### src/rtl/boot_image_loader_if.sv
// Stream, CPU-side and RAM-side signals of the boot image loader.
//   in_data/in_valid/in_ready : byte stream with valid/ready handshake
//   cpu_addr/cpu_wdata/cpu_we : memory port driven by the 6502 core
//   mem_addr/mem_wdata/mem_we : muxed port towards the single-port RAM
// master: the environment (stream source, CPU, RAM); slave: the loader.
`timescale 1ns/1ps
interface boot_image_loader_if #(
  parameter int unsigned ADDR_W = 16
) ();
  logic [7:0]        in_data;
  logic              in_valid;
  logic              in_ready;
  logic [ADDR_W-1:0] cpu_addr;
  logic [7:0]        cpu_wdata;
  logic              cpu_we;
  logic [ADDR_W-1:0] mem_addr;
  logic [7:0]        mem_wdata;
  logic              mem_we;

  modport master (
    output in_data, in_valid, cpu_addr, cpu_wdata, cpu_we,
    input  in_ready, mem_addr, mem_wdata, mem_we
  );

  modport slave (
    input  in_data, in_valid, cpu_addr, cpu_wdata, cpu_we,
    output in_ready, mem_addr, mem_wdata, mem_we
  );
endinterface

### src/rtl/boot_image_loader.sv
// Boot image loader: holds the CPU in reset, fills RAM from a byte stream of
// BLOCK (0x01 addr len data...) and END (0x02 vector) records, then loads the
// reset vector and releases the CPU.
// Ports:
//   clk, rst   : clock, synchronous active-high reset
//   start      : one-cycle pulse starting a load (ignored while busy)
//   bus        : stream handshake, CPU port in, RAM port out (slave modport)
//   cpu_run    : 1 = CPU out of reset; also selects CPU as RAM port owner
//   pc_reset   : CPU reset vector
//   busy/done/err : load status
// Optional feature macro CHECKSUM_EN: END is followed by a checksum byte and
// the mod-256 sum of all accepted bytes must be zero.
`timescale 1ns/1ps
module boot_image_loader #(
  parameter int unsigned       ADDR_W      = 16,
  parameter int unsigned       MEM_DEPTH   = 1024,
  parameter logic [ADDR_W-1:0] DEFAULT_VEC = ADDR_W'(16'h0200)
) (
  input  logic                  clk,
  input  logic                  rst,
  input  logic                  start,
  boot_image_loader_if.slave    bus,
  output logic                  cpu_run,
  output logic [ADDR_W-1:0]     pc_reset,
  output logic                  busy,
  output logic                  done,
  output logic                  err
);

  localparam int unsigned       NB       = ADDR_W / 8;
  localparam logic [7:0]        LastLane = 8'(NB - 1);
  localparam logic [ADDR_W:0]   DepthW   = (ADDR_W + 1)'(MEM_DEPTH);

  localparam logic [2:0] StIdle = 3'd0;
  localparam logic [2:0] StHdr  = 3'd1;
  localparam logic [2:0] StAddr = 3'd2;
  localparam logic [2:0] StLen  = 3'd3;
  localparam logic [2:0] StData = 3'd4;
  localparam logic [2:0] StVec  = 3'd5;
  localparam logic [2:0] StDone = 3'd6;
  localparam logic [2:0] StErr  = 3'd7;

  logic [2:0]        state_q, state_d;
  logic [7:0]        cnt_q, cnt_d;
  logic [ADDR_W-1:0] field_q, field_d, field_nx;
  logic [ADDR_W-1:0] addr_q, addr_d;
  logic [ADDR_W-1:0] len_q, len_d;
  logic [7:0]        sum_q, sum_d, sum_nx;
  logic              ld_we_q, ld_we_d;
  logic [ADDR_W-1:0] ld_addr_q, ld_addr_d;
  logic [7:0]        ld_wdata_q, ld_wdata_d;
  logic              run_q, run_d;
  logic [ADDR_W-1:0] pc_q, pc_d;
  logic              busy_q, busy_d;
  logic              done_q, done_d;
  logic              err_q, err_d;
  logic              accept;
  logic [ADDR_W:0]   blk_end;
  logic              out_of_range;

  assign bus.in_ready = (state_q == StHdr) || (state_q == StAddr) || (state_q == StLen) ||
                        (state_q == StData) || (state_q == StVec);
  assign accept       = bus.in_valid && bus.in_ready;

  // CPU owns the RAM port once released; before that CPU writes are dropped.
  assign bus.mem_addr  = run_q ? bus.cpu_addr  : ld_addr_q;
  assign bus.mem_wdata = run_q ? bus.cpu_wdata : ld_wdata_q;
  assign bus.mem_we    = run_q ? bus.cpu_we    : ld_we_q;

  assign cpu_run  = run_q;
  assign pc_reset = pc_q;
  assign busy     = busy_q;
  assign done     = done_q;
  assign err      = err_q;

  assign sum_nx = sum_q + bus.in_data;

  // Multi-byte field with the current little-endian lane replaced by in_data.
  always_comb begin
    field_nx = field_q;
    for (int unsigned b = 0; b < NB; b++) begin
      if (cnt_q == 8'(b)) field_nx[b*8 +: 8] = bus.in_data;
    end
  end

  // Bounds check at ADDR_W+1 bits; evaluated with the just-completed length.
  assign blk_end      = {1'b0, addr_q} + {1'b0, field_nx};
  assign out_of_range = ({1'b0, addr_q} >= DepthW) ||
                        ((field_nx != '0) && (blk_end > DepthW));

  always_comb begin
    state_d    = state_q;
    cnt_d      = cnt_q;
    field_d    = field_q;
    addr_d     = addr_q;
    len_d      = len_q;
    sum_d      = sum_q;
    ld_we_d    = 1'b0;
    ld_addr_d  = ld_addr_q;
    ld_wdata_d = ld_wdata_q;
    run_d      = run_q;
    pc_d       = pc_q;
    busy_d     = busy_q;
    done_d     = done_q;
    err_d      = err_q;

    case (state_q)
      StIdle, StDone, StErr: begin
        if (start) begin
          state_d = StHdr;
          busy_d  = 1'b1;
          done_d  = 1'b0;
          err_d   = 1'b0;
          run_d   = 1'b0;
          sum_d   = 8'h00;
          cnt_d   = '0;
        end else if (state_q == StDone) begin
          // Release lags DONE entry by one cycle.
          run_d = 1'b1;
        end
      end
      StHdr: begin
        if (accept) begin
          sum_d = sum_nx;
          cnt_d = '0;
          if (bus.in_data == 8'h01) begin
            state_d = StAddr;
          end else if (bus.in_data == 8'h02) begin
            state_d = StVec;
          end else begin
            state_d = StErr;
            busy_d  = 1'b0;
            err_d   = 1'b1;
          end
        end
      end
      StAddr: begin
        if (accept) begin
          sum_d   = sum_nx;
          field_d = field_nx;
          if (cnt_q == LastLane) begin
            addr_d  = field_nx;
            cnt_d   = '0;
            state_d = StLen;
          end else begin
            cnt_d = cnt_q + 8'd1;
          end
        end
      end
      StLen: begin
        if (accept) begin
          sum_d   = sum_nx;
          field_d = field_nx;
          if (cnt_q == LastLane) begin
            len_d = field_nx;
            cnt_d = '0;
            if (out_of_range) begin
              state_d = StErr;
              busy_d  = 1'b0;
              err_d   = 1'b1;
            end else if (field_nx == '0) begin
              state_d = StHdr;
            end else begin
              state_d = StData;
            end
          end else begin
            cnt_d = cnt_q + 8'd1;
          end
        end
      end
      StData: begin
        if (accept) begin
          sum_d      = sum_nx;
          ld_we_d    = 1'b1;
          ld_addr_d  = addr_q;
          ld_wdata_d = bus.in_data;
          addr_d     = addr_q + ADDR_W'(1);
          len_d      = len_q - ADDR_W'(1);
          if (len_q == ADDR_W'(1)) state_d = StHdr;
        end
      end
      StVec: begin
        if (accept) begin
          sum_d = sum_nx;
`ifdef CHECKSUM_EN
          if (cnt_q < 8'(NB)) begin
            field_d = field_nx;
            cnt_d   = cnt_q + 8'd1;
          end else if (sum_nx == 8'h00) begin
            pc_d    = field_q;
            state_d = StDone;
            busy_d  = 1'b0;
            done_d  = 1'b1;
          end else begin
            state_d = StErr;
            busy_d  = 1'b0;
            err_d   = 1'b1;
          end
`else
          field_d = field_nx;
          if (cnt_q == LastLane) begin
            pc_d    = field_nx;
            state_d = StDone;
            busy_d  = 1'b0;
            done_d  = 1'b1;
          end else begin
            cnt_d = cnt_q + 8'd1;
          end
`endif
        end
      end
      default: state_d = StIdle;
    endcase
  end

  always_ff @(posedge clk) begin
    if (rst) begin
      state_q    <= StIdle;
      cnt_q      <= '0;
      field_q    <= '0;
      addr_q     <= '0;
      len_q      <= '0;
      sum_q      <= 8'h00;
      ld_we_q    <= 1'b0;
      ld_addr_q  <= '0;
      ld_wdata_q <= 8'h00;
      run_q      <= 1'b0;
      pc_q       <= DEFAULT_VEC;
      busy_q     <= 1'b0;
      done_q     <= 1'b0;
      err_q      <= 1'b0;
    end else begin
      state_q    <= state_d;
      cnt_q      <= cnt_d;
      field_q    <= field_d;
      addr_q     <= addr_d;
      len_q      <= len_d;
      sum_q      <= sum_d;
      ld_we_q    <= ld_we_d;
      ld_addr_q  <= ld_addr_d;
      ld_wdata_q <= ld_wdata_d;
      run_q      <= run_d;
      pc_q       <= pc_d;
      busy_q     <= busy_d;
      done_q     <= done_d;
      err_q      <= err_d;
    end
  end

endmodule

### src/flat_wrapper.sv
// flat-port wrapper written by rule: the top's interface ports become plain ports
module boot_image_loader_flat 
#(
  parameter int unsigned       ADDR_W      = 16,
  parameter int unsigned       MEM_DEPTH   = 1024,
  parameter logic [ADDR_W-1:0] DEFAULT_VEC = ADDR_W'(16'h0200)
)
  (clk, rst, start, cpu_run, pc_reset, busy, done, err, bus_in_data, bus_in_valid, bus_cpu_addr, bus_cpu_wdata, bus_cpu_we, bus_in_ready, bus_mem_addr, bus_mem_wdata, bus_mem_we);
  boot_image_loader_if #(.ADDR_W(ADDR_W)) bus_i ();
  input  logic clk;
  input  logic rst;
  input  logic start;
  output logic cpu_run;
  output logic [ADDR_W-1:0] pc_reset;
  output logic busy;
  output logic done;
  output logic err;
  input wire logic [$bits(bus_i.in_data)-1:0] bus_in_data;
  input wire logic [$bits(bus_i.in_valid)-1:0] bus_in_valid;
  input wire logic [$bits(bus_i.cpu_addr)-1:0] bus_cpu_addr;
  input wire logic [$bits(bus_i.cpu_wdata)-1:0] bus_cpu_wdata;
  input wire logic [$bits(bus_i.cpu_we)-1:0] bus_cpu_we;
  output wire logic [$bits(bus_i.in_ready)-1:0] bus_in_ready;
  output wire logic [$bits(bus_i.mem_addr)-1:0] bus_mem_addr;
  output wire logic [$bits(bus_i.mem_wdata)-1:0] bus_mem_wdata;
  output wire logic [$bits(bus_i.mem_we)-1:0] bus_mem_we;
  assign bus_i.in_data = bus_in_data;
  assign bus_i.in_valid = bus_in_valid;
  assign bus_i.cpu_addr = bus_cpu_addr;
  assign bus_i.cpu_wdata = bus_cpu_wdata;
  assign bus_i.cpu_we = bus_cpu_we;
  assign bus_in_ready = bus_i.in_ready;
  assign bus_mem_addr = bus_i.mem_addr;
  assign bus_mem_wdata = bus_i.mem_wdata;
  assign bus_mem_we = bus_i.mem_we;
  boot_image_loader #(.ADDR_W(ADDR_W), .MEM_DEPTH(MEM_DEPTH), .DEFAULT_VEC(DEFAULT_VEC)) u_core (.clk(clk), .rst(rst), .start(start), .bus(bus_i), .cpu_run(cpu_run), .pc_reset(pc_reset), .busy(busy), .done(done), .err(err));
endmodule
### config.mk
export PLATFORM = sky130hd
export DESIGN_NAME = boot_image_loader_flat
export DESIGN_NICKNAME = d
export VERILOG_FILES = /design/src/rtl/boot_image_loader_if.sv /design/src/rtl/boot_image_loader.sv /design/src/flat_wrapper.sv
export SDC_FILE = /design/constraint.sdc
export NUM_CORES = 1
export LEC_CHECK = 0
export ABC_CLOCK_PERIOD_IN_PS = 11000
export BUFFER_PORTS_ARGS = -buffer_cell sky130_fd_sc_hd__buf_2
export CORE_ASPECT_RATIO = 2
export CORE_MARGIN = 4
export CORE_UTILIZATION = 25
export CTS_CLUSTER_SIZE = 30
export DETAILED_ROUTE_END_ITERATION = 12
export GPL_TIMING_DRIVEN = 0
export PLACE_DENSITY = 0.41
export SYNTH_ARGS = -nofsm -noshare
export SYNTH_HDL_FRONTEND = slang
export SYNTH_SLANG_ARGS = --single-unit
### constraint.sdc
create_clock -name clk -period 11 [get_ports clk]
set_clock_uncertainty 0.05 [all_clocks]
set_input_delay 1.1 -clock clk [delete_from_list [all_inputs] [get_ports clk]]
set_output_delay 1.1 -clock clk [all_outputs]
set_load 0.02 [all_outputs]
==> results.py, run 1 <==
metrics = {
    "placement": {
        "dpl_cell_area_sq_um": 7130,
        "port_buffers": 79,
        "hpwl_microns": 21200,
        "gp_congestion": 0.903,
        "dp_cells": 1242,
    },
    "sta": {
        "setup_viol_count_final": 0,
        "rsz0062_at_grt": "no",
        "finalMaxSlewViolations": 0,
        "hold_slack_ns": 0.410,
        "fin_crit_sh_pct": 49.2,
        "layout_min_cycle_time_ns": 5.42,
        "slew_headroom_pct": 13.6,
        "worst_pin_slew_ns": 1.26,
        "fmax_ghz": 0.185,
        "setup_tns_ns": 0,
        "hold_violations": 0,
    },
    "worst_hold_path": {
        "worstHoldPathCells": 2,
        "hold_end": "u_core.ld_addr_q[9]",
        "hp-class": "reg2reg",
        "hold_start": "u_core.ld_addr_q[9]",
    },
    "global_routing": {
        "gr-total-overflow": 0,
        "track_usage_pct": 18.8,
        "grt_pass1_vias": 6406,
        "grt_first_pass_wirelength_microns": 39200,
        "antenna_found_initial": 0,
        "grt_start_max_net_pins": 19,
    },
    "synth": {
        "syn_avg_cell_area_sq_um": 7.63,
        "synthCells": 827,
        "synth-seq-cells": 104,
        "async_flop_share_pct": 0,
        "synth_area_leaders": "dfxtp_1, a21oi_1, nor2_1",
        "synth.largest_area_cell": "dfxtp_1",
        "ys_warn_count": 0,
        "synth.top_cell.area_share_pct": 33.0,
        "synth_edf_count": 0,
        "seq_area_frac_synth_pct": 33.0,
        "yosys.cell_types.count": 65,
        "synth_ff_type": "dfxtp_1",
        "syn_area_sq_um": 6310,
        "synth_nets": 890,
    },
    "die": {
        "initial_utilization_pct": 25.3,
        "fp.dieH_microns": 233,
        "die_w_microns": 120,
        "core-area_sq_um": 24900,
        "boundaryPins": 83,
        "rows": 82,
        "die_area_sq_um": 28000,
    },
    "critical_path": {
        "critPathKind": "reg2reg",
        "critPathMaxFanout": 8,
        "worstSetupStartpoint": "u_core.cnt_q[3]",
        "r2r_end": "u_core.state_q[1]",
        "critPathCaptureType": "register",
        "worstSetupStartpointType": "register",
        "cp.required_ns": 11.15,
        "reg2reg_depth": 13,
        "arrival_ns": 5.57,
        "reg2reg_slack_ns": 5.58,
        "r2r-start": "u_core.cnt_q[3]",
    },
    "drt": {
        "met2_length_microns": 15400,
        "via_per_inst": 5.12,
        "ant_nets": 0,
        "drt-pass1-iter-count": 5,
        "highest_layer": "met4",
        "routed_wl_microns": 26500,
        "wl_met3_microns": 550,
        "drt-initial-drc-count": 437,
        "post_drt_wl_per_cell_microns": 21.1,
        "wl_met1_microns": 9100,
        "num_vias": 6436,
        "drc": 0,
    },
    "layout": {
        "multi_input_area_sq_um": 3920,
        "antenna_cells": 0,
        "fillers": 2785,
        "final_layout_size_suffix_gt1_share_pct": 14.6,
        "layout_common_cells": "nor2_1, dfxtp_1, nand2_1",
        "fin_cells": 1258,
        "regArea_sq_um": 2080,
        "final_nets": 980,
        "area_growth_pct": 17.7,
        "postLayoutCellArea_sq_um": 7430,
    },
    "clock_network": {
        "cts_resized": 0,
        "cts_tree": "yes",
        "ctsRootBufferMaster": "clkbuf_16",
        "cts.sinks": 104,
        "clk_latency_ns": 0.37,
        "path_clk_slew_ns": 0.07,
        "post-cts-setup-buffer-count": 0,
        "hold_buffers": 0,
        "cts_buffer_depth": 2,
        "htree_levels": 3,
        "numCtsBuffers": 9,
    },
    "job": {
        "cap_violations": 0,
    },
    "power": {
        "powerDensity_nw_per_um2": 192,
        "ir_worst_vdd_uv": 84.7,
        "p_leak_nw": 2.92,
    },
    "status": {
        "status": "finished, final reports clean",
    },
}
==> critical path, cell delays in order, from the launching register on <==
cell and delay [ns]:
dfxtp_1 0.38, nor4_4 0.43, nand3_4 0.24, mux2i_1 1.00, inv_1 0.16, ha_1 0.30
a211oi_1 0.37, o31ai_1 0.28, o21ai_0 0.55, a21oi_1 0.17, o31a_1 0.32, o211ai_1 0.25
o21bai_1 0.10, a2111oi_0 0.62
==> per-layer routing <==
metal  track usage [%]  up-vias
met5                 0        -
met4              10.9        0
met3              2.04       46
met2              38.2      129
met1              17.4     3097
li1                  -     3164
==> worst max-delay path by stage <==
stage                   endpoint  slack (ns)  cells past startpoint
2_1_floorplan         u_core.err        7.11                     13
3_5_place_dp   u_core.state_q[1]        5.46                     12
5_1_grt        u_core.state_q[1]        5.23                     13
4_1_cts        u_core.state_q[1]        5.56                     13
6_report       u_core.state_q[1]        5.58                     13
3_3_place_gp   u_core.state_q[1]        5.43                     12
==> cell type report <==
class                   count  share of cell area, %
multi-input cells         642                   52.8
flip-flops and latches    104                   28.0
well taps                 336                   5.66
repair buffers             79                   5.32
clock buffers              11                   3.40
plain buffers              48                   2.53
inverters                  33                   1.67
clock inverters             5                  0.623
==> synth_stat cells (all sizes together) (5+ instances only) <==
master,number
mux2i,16
a211oi,36
xnor2,8
xor2,6
nand3b,6
o22ai,6
inv,31
nand2,102
nor2,104
ha,25
nand2b,9
o21ai,39
nor4,10
clkbuf,45
dfxtp,104
a21oi,90
a31oi,8
o31ai,6
nand3,24
a311oi,5
nand4,8
mux2,27
a221oi,5
nor3,35
==> metrics by stage <==
step                      power (mW)  setup WS (ns)  utilization, %
final                           1.43           5.58            29.8
after global routing            1.51           5.23            29.8
after CTS                       1.44           5.56            29.8
after detailed placement        1.10           5.46            28.6
after global placement          1.10           5.43            28.6
after floorplan                0.881           7.11               -
==> kinds of logic (layout without fill, tap and decap cells) <==
kind of cell | after synthesis | after routing | share of synthesized area (%)
AO/OA/AOI/OAI | 235 | 235 | 23.5
XOR/XNOR | 14 | 14 | 1.94
adder cells (fa/ha/maj) | 26 | 26 | 5.27
buffers and inverters | 81 | 176 | 4.94
flip-flops | 104 | 104 | 33.0
multiplexers | 43 | 43 | 7.41
AND/OR/NAND/NOR | 324 | 324 | 24.0
==> flip-flops by register name (all words and copies together), names as in the netlist <==
signal and cells:
u_core.addr_q 16, u_core.field_q 16, u_core.ld_addr_q 16, u_core.len_q 16, u_core.pc_reset 16, u_core.cnt_q 8
u_core.ld_wdata_q 8, u_core.state_q 3, u_core.busy 1, u_core.cpu_run 1, u_core.done 1, u_core.err 1
u_core.ld_we_q 1
==> where the power goes <==
group / total, mW / switching, mW / leakage (nW) / internal [mW]
Sequential: 0.458 / 0.0406 / 0.841 / 0.417
Clock: 0.335 / 0.165 / 0.149 / 0.170
Combinational: 0.633 / 0.430 / 1.93 / 0.203
Note: power is estimated with default switching activity, not from simulation.
==> run 2, diff against run 1 <==
ABC_CLOCK_PERIOD_IN_PS = 5000   (was 11000)
clock period = 5 ns   (was 11 ns; I/O delays follow)
==> run 2 against run 1 <==
Flip-flop and latch count unchanged; total power up 120%; critical path depth is the same; core utilization up 0.25 points; critical path type unchanged.
==> results.py, run 2 (synthesis gave the netlist of run 1 again) <==
metrics = {
    "drt": {
        "via_per_inst": 5.15,
        "num_vias": 6479,
        "highest_layer": "met4",
        "drt-initial-drc-count": 426,
        "met2_length_microns": 15300,
        "post_drt_wl_per_cell_microns": 21.0,
        "routed_wl_microns": 26400,
        "ant_nets": 0,
        "drc": 0,
        "wl_met1_microns": 9040,
        "drt-pass1-iter-count": 5,
        "wl_met3_microns": 570,
    },
    "placement": {
        "port_buffers": 79,
        "place_ws_ns": -0.412,
        "hpwl_microns": 21200,
        "dp_cells": 1242,
        "gp_congestion": 0.903,
    },
    "critical_path": {
        "r2r-start": "u_core.cnt_q[3]",
        "arrival_ns": 4.96,
        "worstSetupStartpointType": "register",
        "cp_slowest_cell": "mux2i_2",
        "r2r_end": "u_core.err",
        "cpPeakStageDelay_ns": 0.56,
        "crit_family": "compound AO/OA/AOI/OAI gates",
        "critPathMaxFanout": 8,
        "reg2reg_slack_ns": 0.26,
        "cp_num_buf_inv": 1,
        "critPathKind": "reg2reg",
        "cp_cell_sequence": "nor4_4, nand3_4, mux2i_2, inv_1, ha_1, and3b_1, or3_1, a221oi_1, o2111ai_1, o31ai_1, nand4_1, o31a_1, a22o_1",
        "crit_cells": 13,
        "critPathCaptureType": "register",
        "reg2reg_depth": 13,
        "cp.required_ns": 5.21,
    },
    "die": {
        "boundaryPins": 83,
        "core-area_sq_um": 24900,
        "rows": 82,
        "initial_utilization_pct": 25.3,
        "fp.dieH_microns": 233,
        "die_w_microns": 120,
        "die_area_sq_um": 28000,
    },
    "layout": {
        "area_growth_pct": 18.7,
        "fin_cells": 1258,
        "final_nets": 980,
        "layout_common_cells": "nor2_1, dfxtp_1, nand2_1",
        "final_layout_size_suffix_gt1_share_pct": 15.6,
        "fillers": 2775,
        "antenna_cells": 0,
    },
    "sta": {
        "rsz0062_at_grt": "no",
        "worst_slack_ns": 0.257,
        "slew_headroom_pct": 31.2,
        "fin_crit_sh_pct": 94.9,
        "setup_viol_count_final": 0,
        "worst_pin_slew_ns": 1.00,
        "layout_min_cycle_time_ns": 4.74,
        "fmax_ghz": 0.211,
        "finalMaxSlewViolations": 0,
        "hold_violations": 0,
    },
    "clock_network": {
        "numCtsBuffers": 9,
        "cts_tree": "yes",
        "ctsRootBufferMaster": "clkbuf_16",
        "post-cts-setup-buffer-count": 0,
        "htree_levels": 3,
        "cts_resized": 6,
        "hold_buffers": 0,
        "clk_latency_ns": 0.37,
        "path_clk_slew_ns": 0.08,
        "cts.sinks": 104,
        "cts_buffer_depth": 2,
    },
    "worst_hold_path": {
        "hold_end": "u_core.ld_wdata_q[7]",
        "worstHoldPathCells": 3,
        "hold_start": "bus_in_data[7]",
        "hp-class": "in2reg",
    },
    "global_routing": {
        "grt_start_max_net_pins": 19,
        "antenna_found_initial": 0,
        "grt_pass1_vias": 6404,
        "grt_first_pass_wirelength_microns": 39300,
        "track_usage_pct": 18.8,
        "gr-total-overflow": 0,
    },
    "status": {
        "status": "finished, final reports clean",
    },
    "job": {
        "cap_violations": 0,
    },
    "power": {
        "powerDensity_nw_per_um2": 422,
        "ir_worst_vdd_uv": 185,
        "p_leak_nw": 2.93,
    },
}
==> run 2: cell counts in the layout (fill, tap and decap cells not counted) <==
No cell type changed its count.
==> run 2: tightest hold or removal path, delay by kind of cell <==
| family | cells | cell delay [ns] |
|---|---|---|
| compound gates | 1 | 0.05 |
| simple gates | 1 | 0.07 |
| buf+inv | 1 | 0.15 |
==> run 2: worst max-delay path by stage <==
stage	startpoint	endpoint	slack, ns
2_1_floorplan	u_core.cnt_q[3]	u_core.err	1.25
3_3_place_gp	u_core.cnt_q[3]	u_core.state_q[1]	-0.44
3_5_place_dp	u_core.cnt_q[3]	u_core.state_q[1]	-0.41
4_1_cts	u_core.cnt_q[3]	u_core.state_q[1]	0.07
5_1_grt	u_core.cnt_q[3]	u_core.state_q[1]	0.05
6_report	u_core.cnt_q[3]	u_core.err	0.26
==> run 2: cell type report <==
| class | instances | area, sq um | share of cell area [%] |
|---|---|---|---|
| Clock inverter | 5 | 46.3 | 0.618 |
| Timing Repair Buffer | 79 | 395 | 5.28 |
| Multi-Input combinational cell | 642 | 3980 | 53.1 |
| Sequential cell | 104 | 2080 | 27.8 |
| Clock buffer | 11 | 253 | 3.38 |
| Buffer | 48 | 188 | 2.51 |
| Tap cell | 336 | 420 | 5.61 |
| Inverter | 33 | 124 | 1.65 |
==> run 2: where the power goes <==
| part | leakage (nW) | internal (mW) | switching, mW | total (mW) |
|---|---|---|---|---|
| registers | 0.841 | 0.918 | 0.0921 | 1.01 |
| clock network | 0.149 | 0.375 | 0.361 | 0.735 |
| logic | 1.94 | 0.460 | 0.954 | 1.41 |
| total | 2.93 | 1.75 | 1.41 | 3.16 |
==> run 2: through the flow <==
step | power, mW | util (%) | setup TNS (ns) | hold slack (ns) | area, sq um
after floorplan | 1.94 | - | 0 | 0.382 | 6310
after global placement | 2.42 | 28.6 | -0.868 | 0.397 | 7130
after detailed placement | 2.41 | 28.6 | -0.841 | 0.401 | 7130
after CTS | 3.18 | 29.9 | 0 | 0.370 | 7460
after global routing | 3.35 | 30.0 | 0 | 0.399 | 7490
final | 3.16 | 30.0 | 0 | 0.403 | 7490
==> run 2: metal layers <==
metal | vias to the layer above | global-route usage (%)
met5 | - | 0
met4 | 0 | 10.6
met3 | 50 | 1.90
met2 | 140 | 38.4
met1 | 3115 | 17.6
li1 | 3174 | -
